File: src/rtl/mem_stage_if.sv
// Data-memory bus between the memory stage (master) and the data memory (slave).
// It uses a single req/ack handshake with an error return and byte-lane write strobes.
interface mem_stage_if #(
    parameter int WORD = 64
);
    logic              dmem_req;
    logic              dmem_we;
    logic [WORD-1:0]   dmem_addr;
    logic [WORD-1:0]   dmem_wdata;
    logic [WORD/8-1:0] dmem_wstrb;
    logic              dmem_ack;
    logic              dmem_err;
    logic [WORD-1:0]   dmem_rdata;

    modport master (
        output dmem_req, dmem_we, dmem_addr, dmem_wdata, dmem_wstrb,
        input  dmem_ack, dmem_err, dmem_rdata
    );

    modport slave (
        input  dmem_req, dmem_we, dmem_addr, dmem_wdata, dmem_wstrb,
        output dmem_ack, dmem_err, dmem_rdata
    );
endinterface

File: src/rtl/mem_stage.sv
// Memory-access and branch-resolution stage. It captures the execute results on start,
// performs at most one bus access, and reports load data and the branch decision with done.
module mem_stage #(
    parameter int WORD    = 64,
    parameter int TIMEOUT = 16
) (
    input  logic            clk,
    input  logic            reset,
    input  logic            start,
    input  logic            mem_read,
    input  logic            mem_write,
    input  logic [1:0]      size,
    input  logic            branch_zero,
    input  logic            branch_nzero,
    input  logic            uncond_branch,
    input  logic            cond_branch,
    input  logic [3:0]      cond,
    input  logic [WORD-1:0] alu_result,
    input  logic [WORD-1:0] write_data,
    input  logic [WORD-1:0] branch_target,
    input  logic            alu_zero,
    input  logic            negative,
    input  logic            zero,
    input  logic            carry,
    input  logic            overflow,
    mem_stage_if.master     dmem,
    output logic [WORD-1:0] read_data,
    output logic            pc_src,
    output logic [WORD-1:0] pc_target,
    output logic            done,
    output logic            busy,
    output logic            fault
);

    localparam int LANES = WORD / 8;
    localparam int CW    = $clog2(TIMEOUT + 1);

    typedef enum logic [1:0] {IDLE, ACCESS, DONE} state_t;

    state_t        state, state_nxt;
    logic [CW-1:0] cnt;
    logic [2:0]    off_q;
    logic [1:0]    size_q;
    logic          load_q, we_q, fault_q;

    // The even condition codes test a base predicate.
    // The odd codes below 1110 test its inverse.
    function automatic logic cond_holds(input logic [3:0] cc, input logic n, z, c, v);
        logic base;
        case (cc[3:1])
            3'b000:  base = z;
            3'b001:  base = c;
            3'b010:  base = n;
            3'b011:  base = v;
            3'b100:  base = c & ~z;
            3'b101:  base = (n == v);
            3'b110:  base = ~z & (n == v);
            default: base = 1'b1;
        endcase
        return (cc[3:1] == 3'b111) ? 1'b1 : (base ^ cc[0]);
    endfunction

    function automatic logic [LANES-1:0] lane_mask(input logic [1:0] sz);
        case (sz)
            2'b00:   return LANES'(8'h01);
            2'b01:   return LANES'(8'h03);
            2'b10:   return LANES'(8'h0F);
            default: return LANES'(8'hFF);
        endcase
    endfunction

    function automatic logic [WORD-1:0] data_mask(input logic [1:0] sz);
        case (sz)
            2'b00:   return WORD'(64'hFF);
            2'b01:   return WORD'(64'hFFFF);
            2'b10:   return WORD'(64'hFFFF_FFFF);
            default: return '1;
        endcase
    endfunction

    logic [2:0] offset;
    logic       misaligned, illegal, go_access, branch_take, timed_out;

    assign offset      = alu_result[2:0];
    assign illegal     = (mem_read & mem_write) | ((mem_read | mem_write) & misaligned);
    assign go_access   = (mem_read ^ mem_write) & ~misaligned;
    assign branch_take = uncond_branch | (branch_zero & alu_zero) | (branch_nzero & ~alu_zero)
                       | (cond_branch & cond_holds(cond, negative, zero, carry, overflow));
    assign timed_out   = ~dmem.dmem_ack & (cnt == CW'(TIMEOUT - 1));

    always_comb begin
        case (size)
            2'b00:   misaligned = 1'b0;
            2'b01:   misaligned = offset[0];
            2'b10:   misaligned = |offset[1:0];
            default: misaligned = |offset;
        endcase
    end

    // NOTE: sequential state uses non-blocking assignments only.
    // Every register then updates from pre-edge values, whatever order the blocks appear in.
    always_ff @(posedge clk) begin
        if (reset) state <= IDLE;
        else       state <= state_nxt;
    end

    // NOTE: state_nxt gets its default before the case statement.
    // Any path that does not assign it therefore cannot infer a latch.
    always_comb begin
        state_nxt = state;
        case (state)
            IDLE:    if (start) state_nxt = go_access ? ACCESS : DONE;
            ACCESS:  if (dmem.dmem_ack || dmem.dmem_err || timed_out) state_nxt = DONE;
            DONE:    state_nxt = IDLE;
            default: state_nxt = IDLE;
        endcase
    end

    assign done          = (state == DONE);
    assign busy          = (state != IDLE);
    assign fault         = done & fault_q;
    assign dmem.dmem_req = (state == ACCESS);
    assign dmem.dmem_we  = we_q & (state == ACCESS);

    always_ff @(posedge clk) begin
        if (reset) begin
            dmem.dmem_addr  <= '0;
            dmem.dmem_wdata <= '0;
            dmem.dmem_wstrb <= '0;
            read_data       <= '0;
            pc_src          <= 1'b0;
            pc_target       <= '0;
            cnt             <= '0;
            off_q           <= '0;
            size_q          <= '0;
            load_q          <= 1'b0;
            we_q            <= 1'b0;
            fault_q         <= 1'b0;
        end else begin
            case (state)
                IDLE: if (start) begin
                    dmem.dmem_addr  <= {alu_result[WORD-1:3], 3'b000};
                    dmem.dmem_wdata <= write_data << {offset, 3'b000};
                    dmem.dmem_wstrb <= lane_mask(size) << offset;
                    off_q           <= offset;
                    size_q          <= size;
                    load_q          <= mem_read & ~mem_write;
                    we_q            <= mem_write & ~mem_read;
                    fault_q         <= illegal;
                    pc_src          <= branch_take & ~illegal;
                    pc_target       <= branch_target;
                    cnt             <= '0;
                    if (mem_read && illegal) read_data <= '0;
                end
                ACCESS: begin
                    cnt <= cnt + CW'(1);
                    // A bus error beats a simultaneous ack; any abort clears a pending load.
                    if (dmem.dmem_err || timed_out) begin
                        fault_q <= 1'b1;
                        pc_src  <= 1'b0;
                        if (load_q) read_data <= '0;
                    end else if (dmem.dmem_ack && load_q) begin
                        read_data <= (dmem.dmem_rdata >> {off_q, 3'b000}) & data_mask(size_q);
                    end
                end
                default: ;
            endcase
        end
    end

endmodule

File: src/flat_wrapper.sv
// flat-port wrapper written by rule: the top's interface ports become plain ports
module mem_stage_flat 
#(
    parameter int WORD    = 64,
    parameter int TIMEOUT = 16
)
  (clk, reset, start, mem_read, mem_write, size, branch_zero, branch_nzero, uncond_branch, cond_branch, cond, alu_result, write_data, branch_target, alu_zero, negative, zero, carry, overflow, read_data, pc_src, pc_target, done, busy, fault, dmem_dmem_req, dmem_dmem_we, dmem_dmem_addr, dmem_dmem_wdata, dmem_dmem_wstrb, dmem_dmem_ack, dmem_dmem_err, dmem_dmem_rdata);
  mem_stage_if #(.WORD(WORD)) dmem_i ();
  input  logic clk;
  input  logic reset;
  input  logic start;
  input  logic mem_read;
  input  logic mem_write;
  input  logic [1:0] size;
  input  logic branch_zero;
  input  logic branch_nzero;
  input  logic uncond_branch;
  input  logic cond_branch;
  input  logic [3:0] cond;
  input  logic [WORD-1:0] alu_result;
  input  logic [WORD-1:0] write_data;
  input  logic [WORD-1:0] branch_target;
  input  logic alu_zero;
  input  logic negative;
  input  logic zero;
  input  logic carry;
  input  logic overflow;
  output logic [WORD-1:0] read_data;
  output logic pc_src;
  output logic [WORD-1:0] pc_target;
  output logic done;
  output logic busy;
  output logic fault;
  output wire logic [$bits(dmem_i.dmem_req)-1:0] dmem_dmem_req;
  output wire logic [$bits(dmem_i.dmem_we)-1:0] dmem_dmem_we;
  output wire logic [$bits(dmem_i.dmem_addr)-1:0] dmem_dmem_addr;
  output wire logic [$bits(dmem_i.dmem_wdata)-1:0] dmem_dmem_wdata;
  output wire logic [$bits(dmem_i.dmem_wstrb)-1:0] dmem_dmem_wstrb;
  input wire logic [$bits(dmem_i.dmem_ack)-1:0] dmem_dmem_ack;
  input wire logic [$bits(dmem_i.dmem_err)-1:0] dmem_dmem_err;
  input wire logic [$bits(dmem_i.dmem_rdata)-1:0] dmem_dmem_rdata;
  assign dmem_dmem_req = dmem_i.dmem_req;
  assign dmem_dmem_we = dmem_i.dmem_we;
  assign dmem_dmem_addr = dmem_i.dmem_addr;
  assign dmem_dmem_wdata = dmem_i.dmem_wdata;
  assign dmem_dmem_wstrb = dmem_i.dmem_wstrb;
  assign dmem_i.dmem_ack = dmem_dmem_ack;
  assign dmem_i.dmem_err = dmem_dmem_err;
  assign dmem_i.dmem_rdata = dmem_dmem_rdata;
  mem_stage #(.WORD(WORD), .TIMEOUT(TIMEOUT)) u_core (.clk(clk), .reset(reset), .start(start), .mem_read(mem_read), .mem_write(mem_write), .size(size), .branch_zero(branch_zero), .branch_nzero(branch_nzero), .uncond_branch(uncond_branch), .cond_branch(cond_branch), .cond(cond), .alu_result(alu_result), .write_data(write_data), .branch_target(branch_target), .alu_zero(alu_zero), .negative(negative), .zero(zero), .carry(carry), .overflow(overflow), .dmem(dmem_i), .read_data(read_data), .pc_src(pc_src), .pc_target(pc_target), .done(done), .busy(busy), .fault(fault));
endmodule
File: config.mk
export PLATFORM = sky130hd
export DESIGN_NAME = mem_stage_flat
export DESIGN_NICKNAME = d
export VERILOG_FILES = /design/src/rtl/mem_stage_if.sv /design/src/rtl/mem_stage.sv /design/src/flat_wrapper.sv
export SDC_FILE = /design/constraint.sdc
export NUM_CORES = 1
export LEC_CHECK = 0
export BUFFER_PORTS_ARGS = -buffer_cell sky130_fd_sc_hd__buf_2
export CAP_MARGIN = 20
export CORE_AREA = 2 2 212 214
export DETAILED_ROUTE_END_ITERATION = 10
export DIE_AREA = 0 0 214 216
export GPL_ROUTABILITY_DRIVEN = 0
export SLEW_MARGIN = 20
export SYNTH_ARGS = -nofsm -noshare
export SYNTH_HDL_FRONTEND = slang
export SYNTH_SLANG_ARGS = --single-unit
File: constraint.sdc
create_clock -name clk -period 3.3 [get_ports clk]
set_input_delay 0.165 -clock clk [delete_from_list [all_inputs] [get_ports clk]]
set_output_delay 0.165 -clock clk [all_outputs]
set_load 0.02 [all_outputs]
## Yosys cells after proc, flatten, opt, wreduce, memory -nomap -nowiden

Cells that the tools add are included.

- Register bits after elaboration: 277
- Latch bits: 0
- Memory bits (writable): 0
- ROM bits: 0
- Bits of input ports: 278
- Output and inout port bits: 270
- Logic and storage cells: 115
- Memories kept: 0

- $add $sub $neg: 1
- Multipliers: 0
- Divide/modulo/power cells: 0
- Order comparisons: 0
- Equal/unequal tests: 21
- Shift operators: 3
- Multiplexer cells: 30
- Bitwise operators: 29
- Reductions and logical operators: 18

Operators by type and width:

| kind | number |
|---|---|
| 2-to-1 mux 64 bit | 9 |
| one-hot mux 64 bit (3 select lines) | 1 |
| one-hot mux 64 bit (2 select lines) | 1 |
| AND 64 bit | 1 |
| << shifter 64 x 6 -> 64 bit | 1 |
| right shift 64 x 6 -> 64 bit | 1 |
| 2-to-1 mux 8 bit | 3 |
| one-hot mux 8 bit (3 select lines) | 1 |
| AND 1 bit | 14 |
| equality test 3 bit, second input constant | 4 |
| one-hot mux 5 bit (2 select lines) | 1 |
| << shifter 8 x 3 -> 8 bit | 1 |
| NOT 1 bit | 7 |
| one-hot mux 1 bit (7 select lines) | 1 |
| equality test 2 x 1 -> 1 bit, second input constant | 3 |
| equality test 2 bit, second input constant | 3 |
| equality test 3 x 2 -> 1 bit, second input constant | 2 |
| logical NOT 2 bit | 3 |
| 2-to-1 mux 2 bit | 3 |
| != test 2 x 1 -> 1 bit, second input constant | 3 |
| AND reduction 2 bit | 3 |
| adder 5 x 1 -> 5 bit, second input constant | 1 |
| equality test 5 x 4 -> 1 bit, second input constant | 1 |
| 2-to-1 mux 1 bit | 5 |
| other kinds (19) | 29 |

## Logic depth before layout (Yosys ltp)

- Depth in word-level cells: 10
- Gate-level depth with buffers: 10
- Depth with buffers taken out: 8

## Worst setup path after synthesis

OpenSTA, ideal clock, no wires.

- Kind: register -> register
- From: register u_core.cnt[0]
- To: register u_core.read_data[20]
- Setup time: 121 ps
- Arrival: 1830 ps
- Data required time: 3179 ps
- Slack: 1349 ps
- Cell stages (with the launch flop): 10
- Buffers on the path: 2
- Period minus slack after synthesis: 1951 ps
- Path through: dfxtp_1 ha_1 and3_1 ha_1 nor2_1 a21o_1 a211o_1 buf_6 buf_6 mux2_4

- Longest elaborated chain between the ends: 5
- Elaborated cells on any way between the ends: 8
- Classes of those cells: eq/ne: 3; mux: 2; bitwise: 1; reduce/logical: 2

RTL lines:

| what | RTL line | text |
|---|---|---|
| start: declaration | mem_stage.sv:41 | `logic [CW-1:0] cnt;` |
| start signal: assignment | mem_stage.sv:156 | `cnt <= cnt + CW'(1);` |
| equality test 5 x 4 -> 1 bit * | mem_stage.sv:89 | `assign timed_out = ~dmem.dmem_ack & (cnt == CW'(TIMEOUT - 1));` |
| AND 1 bit * | mem_stage.sv:89 |  |
| logical OR 1 bit * | mem_stage.sv:158 | `if (dmem.dmem_err \|\| timed_out) begin` |
| != test 3 x 2 -> 1 bit (no line) (tied with other cells) | -- |  |
| AND reduction 5 bit (no line) or one-hot mux 64 bit (2 select lines) (tied branches) | -- |  |
| end signal: assignment | mem_stage.sv:163 | `read_data <= (dmem.dmem_rdata >> {off_q, 3'b000}) & data_mask(size_q);` |
| end: declaration | mem_stage.sv:27 | `output logic [WORD-1:0] read_data,` |

Mark *: on every way between the ends. The rest lies on a longest branch, timed or not.
A chain may end at the register's enable or synchronous reset.

## Worst setup path after layout

- From: register u_core.cnt[0]
- To: register u_core.pc_src

- Longest elaborated chain between the ends: 5

RTL lines:

| what | RTL line | text |
|---|---|---|
| equality test 5 x 4 -> 1 bit | mem_stage.sv:89 |  |
| AND 1 bit | mem_stage.sv:89 |  |
| logical OR 1 bit | mem_stage.sv:158 |  |
| != test 2 x 1 -> 1 bit (no line) | -- |  |
| AND reduction 3 bit (no line) | -- |  |
| end signal: assignment | mem_stage.sv:150 | `pc_src <= branch_take & ~illegal;` |
| end: declaration | mem_stage.sv:28 | `output logic pc_src,` |

No other way between the ends.

==> summary.md <==
| Metric | Value |
|---|---|
| Pwr dens | `461.8 mW/mm^2` |
| TritonCTS clock tree | `done` |
| Routed wire length | `54.00 mm` |
| CTS resizes | `0` |
| Status | `finished clean` |
| Vias | `14314` |
| Final hold violations | `0` |
| First-pass GRT wire length | `81.79 mm` |
| Fin. max-slew vios | `0` |
| Horiz. Die Dim | `214 um` |
| Area delta synth->final | `43.15%` |
| Drt first pass iters | `8` |
| # IOs | `548` |
| Fraction of layout cells with a size suffix above 1 | `31.86%` |
| Seq cells post-synth | `277` |
| Sequential area share after synthesis | `40.85%` |
| Post-route DRC | `0` |
| VDD IR-drop max | `316.6 uV` |
| CTS buffer count | `31` |
| Critical path class | `flip-flop to flip-flop` |
| Grt ovf | `0` |
| Critical Path Source Type | `flip-flop` |
| Slowest CP cell | `dlygate4sd3_1` |
| Skew final | `12.64 ps` |
| ANT nets after route | `0` |
| Crit-path cells | `ha_1 -> and3_1 -> ha_1 -> nand2b_1 -> a21oi_1 -> nor2b_1 -> a2111oi_0 -> dlygate4sd3_1 -> a21oi_1 -> dlygate4sd3_1` |
| Final period utilization | `92.26%` |
| DP Wirelength | `38.90 mm` |
| CP arrival | `3500 ps` |
| Main synth FF type | `dfxtp_1` |
| Die outline height | `216 um` |
| Vias in the first global route | `14154` |
| Latest clock arrival within the worst-skew pair | `570 ps` |
| Slowest stage delay, CP | `610 ps` |
| Synthesized area per cell | `8.464 sq um` |
| Commonest non-fill, non-tap cell in the layout | `buf_2` |
| Reg clk slew, reported paths | `60 ps` |
| Worst-margin pin slew | `987.9 ps` |
| Die ar. | `0.04622 sq mm` |
| Via-to-Cell Ratio | `5.012` |
| Worst setup EP type | `flip-flop` |
| Unrepaired setup endpoints after global routing | `no` |
| Post-DR wirelength/cell | `18.91 um` |
| Async SR Flop Fraction | `0%` |
| Rows | `77` |
| Starting density of the core | `30.97%` |
| Design Power | `8973 uW` |
| Pleak | `0.008845 uW` |
| Max_cap viols | `0` |
| Layout Nets | `2523` |
| Max_slew headroom | `34.14%` |
| Synth warn | `0` |
| Initial antenna violation count | `5` |
| Minimum clock period | `3045 ps` |
| GRT Resource Usage Total | `22.21%` |
| FMAX | `0.3285 GHz` |
| Synth unique cells | `51` |
| EDFF count, synth | `0` |
| TNS Setup | `0 ps` |
| CTS Root Cell | `clkbuf_16` |
| CTS Sinks | `277` |
| Worst EP required | `3750 ps` |
| Most frequent cells in the layout | `buf_2 (541), nand2_1 (430), dfxtp_1 (275), a21oi_1 (176), dlygate4sd3_1 (171)` |
| Synth Cell Area | `0.01358 sq mm` |
| Clock Path Buffers | `3` |
| # setup viols final | `0` |
| Hold Crit Class | `input pin to flip-flop` |
| Largest net degree at the start of global routing | `108` |
| CP Max Fanout | `4` |
| H-Tree Depth | `1` |
| I/O Buffers | `544` |
| Synth Instances | `1604` |
| 1st-iter DRT viols | `828` |
| Total core area | `0.04384 sq mm` |
==> metal layers <==
| layer | vias up | wire length, um | track usage, % |
|---|---|---|---|
| met1 | 6811 | 21140 | 25.69 |
| met5 | - | 13 | 0 |
| met3 | 130 | 3945 | 5.525 |
| met2 | 590 | 26530 | 38.83 |
| met4 | 2 | 2363 | 9.720 |
| li1 | 6781 | - | - |
==> where the power goes <==
group,switching (uW),total (uW),internal (uW)
logic,1080,1860,780
registers,119,3630,3510
clock network,1410,3490,2070
==> cell type report <==
type	count	area, sq um
Fill cell	4276	24400
Multi-Input combinational cell	1182	7387
Sequential cell	277	5550
Timing Repair Buffer	739	4701
Clock buffer	48	930.9
Tap cell	592	740.7
Clock inverter	6	83.83
Inverter	8	30.03
Antenna cell	4	10.01
==> logic make-up (layout without fill, tap and decap cells) <==
group,count (synthesis),count (layout),share of synthesized area [%]
AND/OR/NAND/NOR,601,601,18.45
AO/OA/AOI/OAI,339,339,15.01
flip-flops,277,277,40.85
multiplexers,230,230,19.96
buffers and inverters,147,801,4.949
adder cells (fa/ha/maj),6,6,0.5530
XOR/XNOR,3,3,0.1936
other,1,7,0.02762
==> synth_stat cells (all sizes together), types with 2 or more instances <==
| cell type | count | share of area [%] |
|---|---|---|
| a211o | 3 | 0.19 |
| a211oi | 40 | 2.2 |
| a21o | 2 | 0.11 |
| a21oi | 176 | 6.5 |
| a22oi | 43 | 2.4 |
| a2bb2oi | 8 | 0.52 |
| and2 | 4 | 0.18 |
| and3 | 2 | 0.092 |
| buf | 74 | 2.9 |
| clkbuf | 65 | 1.8 |
| dfxtp | 277 | 41 |
| ha | 6 | 0.55 |
| inv | 7 | 0.19 |
| mux2 | 74 | 6.2 |
| mux2i | 132 | 9.7 |
| mux4 | 24 | 4.0 |
| nand2 | 431 | 12 |
| nand2b | 6 | 0.28 |
| nand3 | 2 | 0.074 |
| nand4 | 3 | 0.25 |
| nor2 | 95 | 2.6 |
| nor2b | 33 | 1.5 |
| nor3 | 10 | 0.37 |
| nor3b | 3 | 0.24 |
| nor4 | 3 | 0.47 |
| o211ai | 18 | 1.0 |
| o21a | 3 | 0.17 |
| o21ai | 38 | 1.4 |
| or2 | 8 | 0.37 |
| xnor2 | 3 | 0.19 |
==> repair_timing <==
item / CTS / global route
hold buffers: 171 / 0
endpoints found under the hold margin: 158 / 0
buffers inserted: 0 / 0
==> state kept, by name, indices dropped and copies added (netlist names), 2 cells and up <==
register                cells
u_core.state                2
u_core.dmem.dmem_wstrb      8
u_core.dmem.dmem_wdata     64
u_core.dmem.dmem_addr      61
u_core.pc_target           64
u_core.cnt                  5
u_core.off_q                3
u_core.size_q               2
u_core.read_data           64
==> critical path: cells and delay by family, from the launching register on <==
family | cells | cell delay, ps
compound gates | 3 | 660
fa+ha+maj | 2 | 340
buf+inv | 2 | 1160
flops | 1 | 370
simple gates | 3 | 400
==> path summary, 6_finish.rpt <==
check | slack, ps | end | cells after the start | from
hold / removal | 30 | u_core.read_data[46] | 5 | dmem_dmem_rdata[54]
setup / recovery | 260 | u_core.pc_src | 10 | u_core.cnt[0]
hold reg to reg | 450 | u_core.dmem.dmem_addr[38] | 2 | u_core.dmem.dmem_addr[38]
setup reg to reg | 260 | u_core.pc_src | 10 | u_core.cnt[0]
==> metrics by stage <==
| stage | area, sq um | std cells | setup WS [ps] | hold WS (ps) | util (%) |
|---|---|---|---|---|---|
| floorplan | 13580 | 1606 | 1349 | 301.0 | - |
| global placement | 16700 | 2627 | 844.6 | 405.5 | 38.09 |
| detailed placement | 16700 | 2627 | 812.8 | 411.2 | 38.09 |
| CTS | 19420 | 2852 | 195.7 | 2.159 | 44.31 |
| global route | 19430 | 2853 | 73.82 | 55.82 | 44.32 |
| finish | 19430 | 2856 | 255.4 | 29.83 | 44.33 |
(Power assumes the default switching activity.)
